### config.mk
export PLATFORM = sky130hd
export DESIGN_NAME = display_scan_scheduler
export DESIGN_NICKNAME = d
export VERILOG_FILES = /design/src/rtl/display_pkg.sv /design/src/rtl/tick_divider.sv /design/src/rtl/display_scan_scheduler.sv
export SDC_FILE = /design/constraint.sdc
export NUM_CORES = 1
export LEC_CHECK = 0
export ABC_AREA = 1
export BUFFER_PORTS_ARGS = -buffer_cell sky130_fd_sc_hd__buf_2
export CORE_MARGIN = 1.5
export CORE_UTILIZATION = 60
export CTS_CLUSTER_SIZE = 28
export DETAILED_ROUTE_END_ITERATION = 6
export PLACE_DENSITY_LB_ADDON = 0.05
export SETUP_SLACK_MARGIN = 0.2
export SLEW_MARGIN = 0
export SYNTH_ARGS = -nofsm -noshare
export SYNTH_HDL_FRONTEND = slang
export SYNTH_HIERARCHICAL = 1
export SYNTH_SLANG_ARGS = --single-unit
### constraint.sdc
create_clock -name clock -period 3.4 [get_ports clock]
set_input_delay 0.17 -clock clock [delete_from_list [all_inputs] [get_ports clock]]
set_output_delay 0.17 -clock clock [all_outputs]
set_load 0.05 [all_outputs]
### src/rtl/display_pkg.sv
// Shared constants and types for the 4-digit 7-segment display path.
package display_pkg;

    localparam int DATA_W = 12;
    localparam int DIGITS = 4;

    // Scan slots: even slots light a digit, odd slots are blank gaps.
    localparam logic [2:0] SLOT_D0    = 3'd0;
    localparam logic [2:0] SLOT_D1    = 3'd2;
    localparam logic [2:0] SLOT_D2    = 3'd4;
    localparam logic [2:0] SLOT_D3    = 3'd6;
    localparam logic [2:0] SLOT_BLANK = 3'd7;

    typedef enum logic {
        SRC_TIME = 1'b0,
        SRC_OVL  = 1'b1
    } src_state_t;

endpackage

### src/rtl/tick_divider.sv
// Free-running modulo-DIV counter; tick is high in the last cycle of each period.
module tick_divider #(
    parameter int DIV = 1000
) (
    input  logic clock,
    input  logic reset,
    input  logic clr,
    input  logic en,
    output logic tick
);

    localparam int CW = (DIV > 1) ? $clog2(DIV) : 1;

    logic [CW-1:0] count;

    assign tick = en && (count == CW'(DIV - 1));

    always_ff @(posedge clock or negedge reset) begin
        if (!reset) begin
            count <= '0;
        end else if (clr) begin
            count <= '0;
        end else if (en) begin
            count <= tick ? '0 : count + CW'(1);
        end
    end

endmodule

### src/rtl/display_scan_scheduler.sv
// Scan sequencer, blink generator and time/overlay source arbiter for the
// 4-digit display; displayed data and digit mask only change at frame boundaries.
module display_scan_scheduler
    import display_pkg::*;
#(
    parameter int SCAN_DIV     = 1000,
    parameter int BLINK_DIV    = 64,
    parameter int OVERLAY_HOLD = 256
) (
    input  logic              clock,
    input  logic              reset,
    input  logic              enable,
    input  logic [DATA_W-1:0] time_data,
    input  logic [DATA_W-1:0] ovl_data,
    input  logic              ovl_req,
    input  logic [DIGITS-1:0] blink_mask,
    input  logic [DIGITS-1:0] digit_enable,
    output logic [DATA_W-1:0] data_show,
    output logic [2:0]        byte_status,
    output logic [DIGITS-1:0] segment_byte_control,
    output logic              frame_tick,
    output logic              ovl_ack,
    output logic              ovl_active
);

    localparam int FCW = (BLINK_DIV > 1) ? $clog2(BLINK_DIV) : 1;
    localparam int HW  = $clog2(OVERLAY_HOLD + 1);
    localparam logic [HW-1:0] HOLD_INIT = HW'(OVERLAY_HOLD);

    src_state_t     state;
    logic [HW-1:0]  hold;
    logic [FCW-1:0] frame_cnt;
    logic           blink_phase;
    logic           step;
    logic           frame_edge;
    logic           frame_wrap;
    logic           phase_next;

    // Disabling clears the prescaler so re-enable waits a full SCAN_DIV period.
    tick_divider #(.DIV(SCAN_DIV)) u_prescaler (
        .clock (clock),
        .reset (reset),
        .clr   (!enable),
        .en    (enable),
        .tick  (step)
    );

    assign frame_edge = step && (byte_status == SLOT_BLANK);
    assign frame_wrap = (frame_cnt == FCW'(BLINK_DIV - 1));
    assign phase_next = frame_wrap ? !blink_phase : blink_phase;

    // Handshake: ovl_req is a level request sampled only at frame boundaries;
    // ovl_ack pulses for one cycle in the boundary that grants the overlay and
    // ovl_active stays high for as long as the overlay source is selected.
    always_ff @(posedge clock or negedge reset) begin
        if (!reset) begin
            byte_status          <= SLOT_BLANK;
            data_show            <= '0;
            segment_byte_control <= '0;
            frame_tick           <= 1'b0;
            ovl_ack              <= 1'b0;
            ovl_active           <= 1'b0;
            state                <= SRC_TIME;
            hold                 <= '0;
            frame_cnt            <= '0;
            blink_phase          <= 1'b0;
        end else begin
            frame_tick <= frame_edge;
            ovl_ack    <= 1'b0;

            if (!enable) begin
                byte_status <= SLOT_BLANK;
            end else if (step) begin
                byte_status <= byte_status + 3'd1;
            end

            if (frame_edge) begin
                frame_cnt            <= frame_wrap ? '0 : frame_cnt + FCW'(1);
                blink_phase          <= phase_next;
                segment_byte_control <= digit_enable & ~(blink_mask & {DIGITS{phase_next}});

                case (state)
                    SRC_TIME: begin
                        if (ovl_req) begin
                            state      <= SRC_OVL;
                            ovl_active <= 1'b1;
                            ovl_ack    <= 1'b1;
                            hold       <= HOLD_INIT;
                            data_show  <= ovl_data;
                        end else begin
                            data_show  <= time_data;
                        end
                    end
                    SRC_OVL: begin
                        if (ovl_req) begin
                            hold      <= HOLD_INIT;
                            data_show <= ovl_data;
                        end else if (hold <= HW'(1)) begin
                            // Last held frame expired: hand back to the clock source.
                            state      <= SRC_TIME;
                            ovl_active <= 1'b0;
                            hold       <= '0;
                            data_show  <= time_data;
                        end else begin
                            hold      <= hold - HW'(1);
                            data_show <= ovl_data;
                        end
                    end
                endcase
            end
        end
    end

endmodule

==> flow_metrics.py <==
metrics = {
    "placed_design": {
        "dp.cells": 526,
        "pre_cts_ws_ps": 968,
        "numPortBuffers": 57,
        "dp_hpwl_um": 4430,
        "place_congestion": 0.863,
    },
    "detailed_routing": {
        "totalWireLength_um": 6270,
        "avgViaCountPerCell": 5.09,
        "final_antenna_net_count": 0,
        "wl_per_cell_um": 11.7,
        "drc": 0,
        "dr.pass1.iters": 4,
        "drtIter0Drc": 137,
        "num_vias": 2716,
    },
    "grt": {
        "antenna_found_initial": 0,
        "grt_pass1_wl_um": 10600,
        "track_usage_pct": 24.6,
        "gr-total-overflow": 0,
        "grt_pass1_vias": 2481,
        "grt_max_degree": 50,
    },
    "cts": {
        "cts_root_buf": "clkbuf_8",
        "h-tree-depth": 2,
        "cts_max_path_buffers": 2,
        "cts_setup_buffers": 0,
        "tritoncts": "yes",
        "cts.sinks": 49,
        "cts_hold_buf": 0,
        "clk_latency_ps": 300,
        "clkTransAtPathRegs_ps": 90,
        "cts.repair.resized": 0,
        "cts_buffers": 5,
    },
    "die": {
        "rows": 25,
        "core_region_area_um2": 4790,
        "io_pins": 58,
        "dieHeight_um": 73.8,
        "die_x_um": 73.8,
        "start_util_pct": 62.9,
        "die-area_um2": 5450,
    },
    "setup_path": {
        "critPathMaxFanout": 26,
        "cp.arrival_ps": 2600,
        "endpoint_kind": "register",
        "path_class": "reg2reg",
        "worstPathRequired_ps": 3580,
        "setup.worst_path.start_class": "register",
    },
    "timing": {
        "final_hold_viol_count": 0,
        "tightestPinTransition_ps": 1070,
        "fmax_mhz": 414,
        "holdWs_ps": 66.0,
        "layout_setup_ws_ps": 984,
        "setup_viol": 0,
        "grt_setup_unrepaired": "false",
        "fin_skew_ps": 6.67,
        "setup_tns_ps": 0,
        "min_period_over_period_pct": 71.1,
        "drv_slew": 0,
        "max-slew-margin-rel_pct": 28.6,
        "final.min_clock_period_ps": 2420,
    },
    "synthesis": {
        "netlist.area_leader.share_pct": 38.2,
        "synth_nets": 458,
        "synth_seq_area_share_pct": 40.9,
        "syn-cell-area_um2": 3010,
        "ys_warn_count": 6,
        "syn-mean-instance-area_um2": 7.24,
        "synth-seq-cells": 49,
        "synth_area_leaders": "dfrtp_1 38%, nand2_1 12%, nor2_1 9.9%",
        "synth_top_area_cell": "dfrtp_1",
        "synth-async-reset-ratio_pct": 100,
        "synth_edf_count": 0,
        "synth_most_common_cell": "nand2_1",
        "synth_common_cells": "95 x nand2_1, 79 x nor2_1, 56 x inv_1, 46 x dfrtp_1, 18 x o21ai_0",
        "synthDistinctLibCells": 33,
        "yosys_most_used_dff": "dfrtp_1",
        "synth_cells": 416,
    },
    "pwr": {
        "pwr-share-seq_pct": 58.2,
        "pwr-share-clk_pct": 35.1,
        "swShare_pct": 23.2,
        "peakVddDrop_mv": 0.240,
        "power.density_nw_per_um2": 298,
        "p_int_w": 0.000775,
        "netSwitchingPower_w": 0.000234,
        "leakage_nw": 1.83,
        "combinationalPowerShare_pct": 6.7,
    },
    "cells_and_area": {
        "antenna_cells": 0,
        "area_delta_synth_final_pct": 12.6,
        "nFillCells": 419,
        "final_layout_size_suffix_gt1_share_pct": 20.6,
        "fin_nets": 508,
        "instances_no_fill": 534,
        "final_util_pct": 70.8,
    },
    "job": {
        "drv_cap": 0,
    },
    "worst_hold_path": {
        "holdCritPathClass": "in2async",
    },
    "outcome": {
        "status": "complete, no violations",
    },
}
routing by layer:
layer	share of wire [%]	vias up	global-route usage, %
met5	0	-	0
met1	46	1233	32.4
met3	4.7	5	3.02
met4	0.94	0	7.41
met2	48	88	42.3
li1	-	1390	-
stage by stage:
stage	area [µm²]	total power, W
floorplan	3010	0.000629
global placement	3300	0.000665
detailed placement	3300	0.000667
CTS	3390	0.00102
global route	3390	0.00105
finish	3390	0.00101
critical path, stage by stage (launching register included):
cell      delay [ps]
dfrtp_1          430
ha_1             250
nand2_1           70
nor2_1            50
nand3_2          110
inv_1            120
nand2_4          280
clkinv_2         380
o21ai_4          220
inv_2            100
nand2_1           80
xor2_1           150
nor2_1            50
placed cells by master, fill, tap and decap left out, types with 4 or more instances in the layout:
cell,n
xnor2_1,5
dfrtp_1,46
nor2_4,4
nand3_2,4
a21oi_1,17
nand4_1,13
o21ai_0,18
ha_1,6
inv_2,4
buf_2,57
nand3_1,10
nand2_2,6
clkbuf_8,6
o21ai_1,8
nor2_2,5
nand2_1,95
nor2_1,79
xor2_1,6
inv_1,56
logic make-up (layout without fill, tap and decap cells):
family | Yosys count | count (layout) | synth area share, %
muxes | 1 | 1 | 0.333
xor gates and xnor gates | 11 | 11 | 3.20
adders and majority gates | 6 | 6 | 2.49
buffers and inverters | 75 | 126 | 10.3
and+or+nand+nor | 225 | 225 | 34.0
AOI/OAI and AO/OA | 49 | 49 | 8.77
DFF | 49 | 49 | 40.9
path summary, 6_finish.rpt:
path | start | end | slack, ps | cells past startpoint
worst max-delay path | u_prescaler/count[0] | hold[2] | 980 | 12
worst min-delay path | reset | segment_byte_control[0] | 70 | 1
worst max register to register | u_prescaler/count[0] | hold[2] | 980 | 12
worst min register to register | byte_status[2] | byte_status[2] | 490 | 2
max in group asynchronous | reset | frame_tick | 2680 | 1
min in group clock | enable | byte_status[0] | 100 | 2
power by group through the flow:
stage	combinational, W	sequential [W]	clock (W)
3_5_place_dp	0.0000682	0.000599	0
3_3_place_gp	0.0000671	0.000598	0
5_1_grt	0.0000778	0.000587	0.000382
6_report	0.0000676	0.000587	0.000354
4_1_cts	0.0000682	0.000587	0.000360
2_1_floorplan	0.0000305	0.000598	0
area by class of cell:
| class | count | area (µm²) | share of cell area (%) |
|---|---|---|---|
| inverters | 61 | 230 | 6.79 |
| clock buffers | 8 | 90.1 | 2.66 |
| repair buffers | 57 | 285 | 8.42 |
| flip-flops and latches | 49 | 1230 | 36.3 |
| multi-input cells | 292 | 1470 | 43.4 |
| well taps | 67 | 83.8 | 2.47 |
sequential cells by signal (all words and copies together), names as in the netlist:
register and count:
blink_phase 1, byte_status 3, data_show 12, frame_cnt 6
frame_tick 1, hold 9, ovl_ack 1, ovl_active 1
segment_byte_control 4, state 1, u_prescaler/count 10
Note: power is estimated with default switching activity, not from simulation.
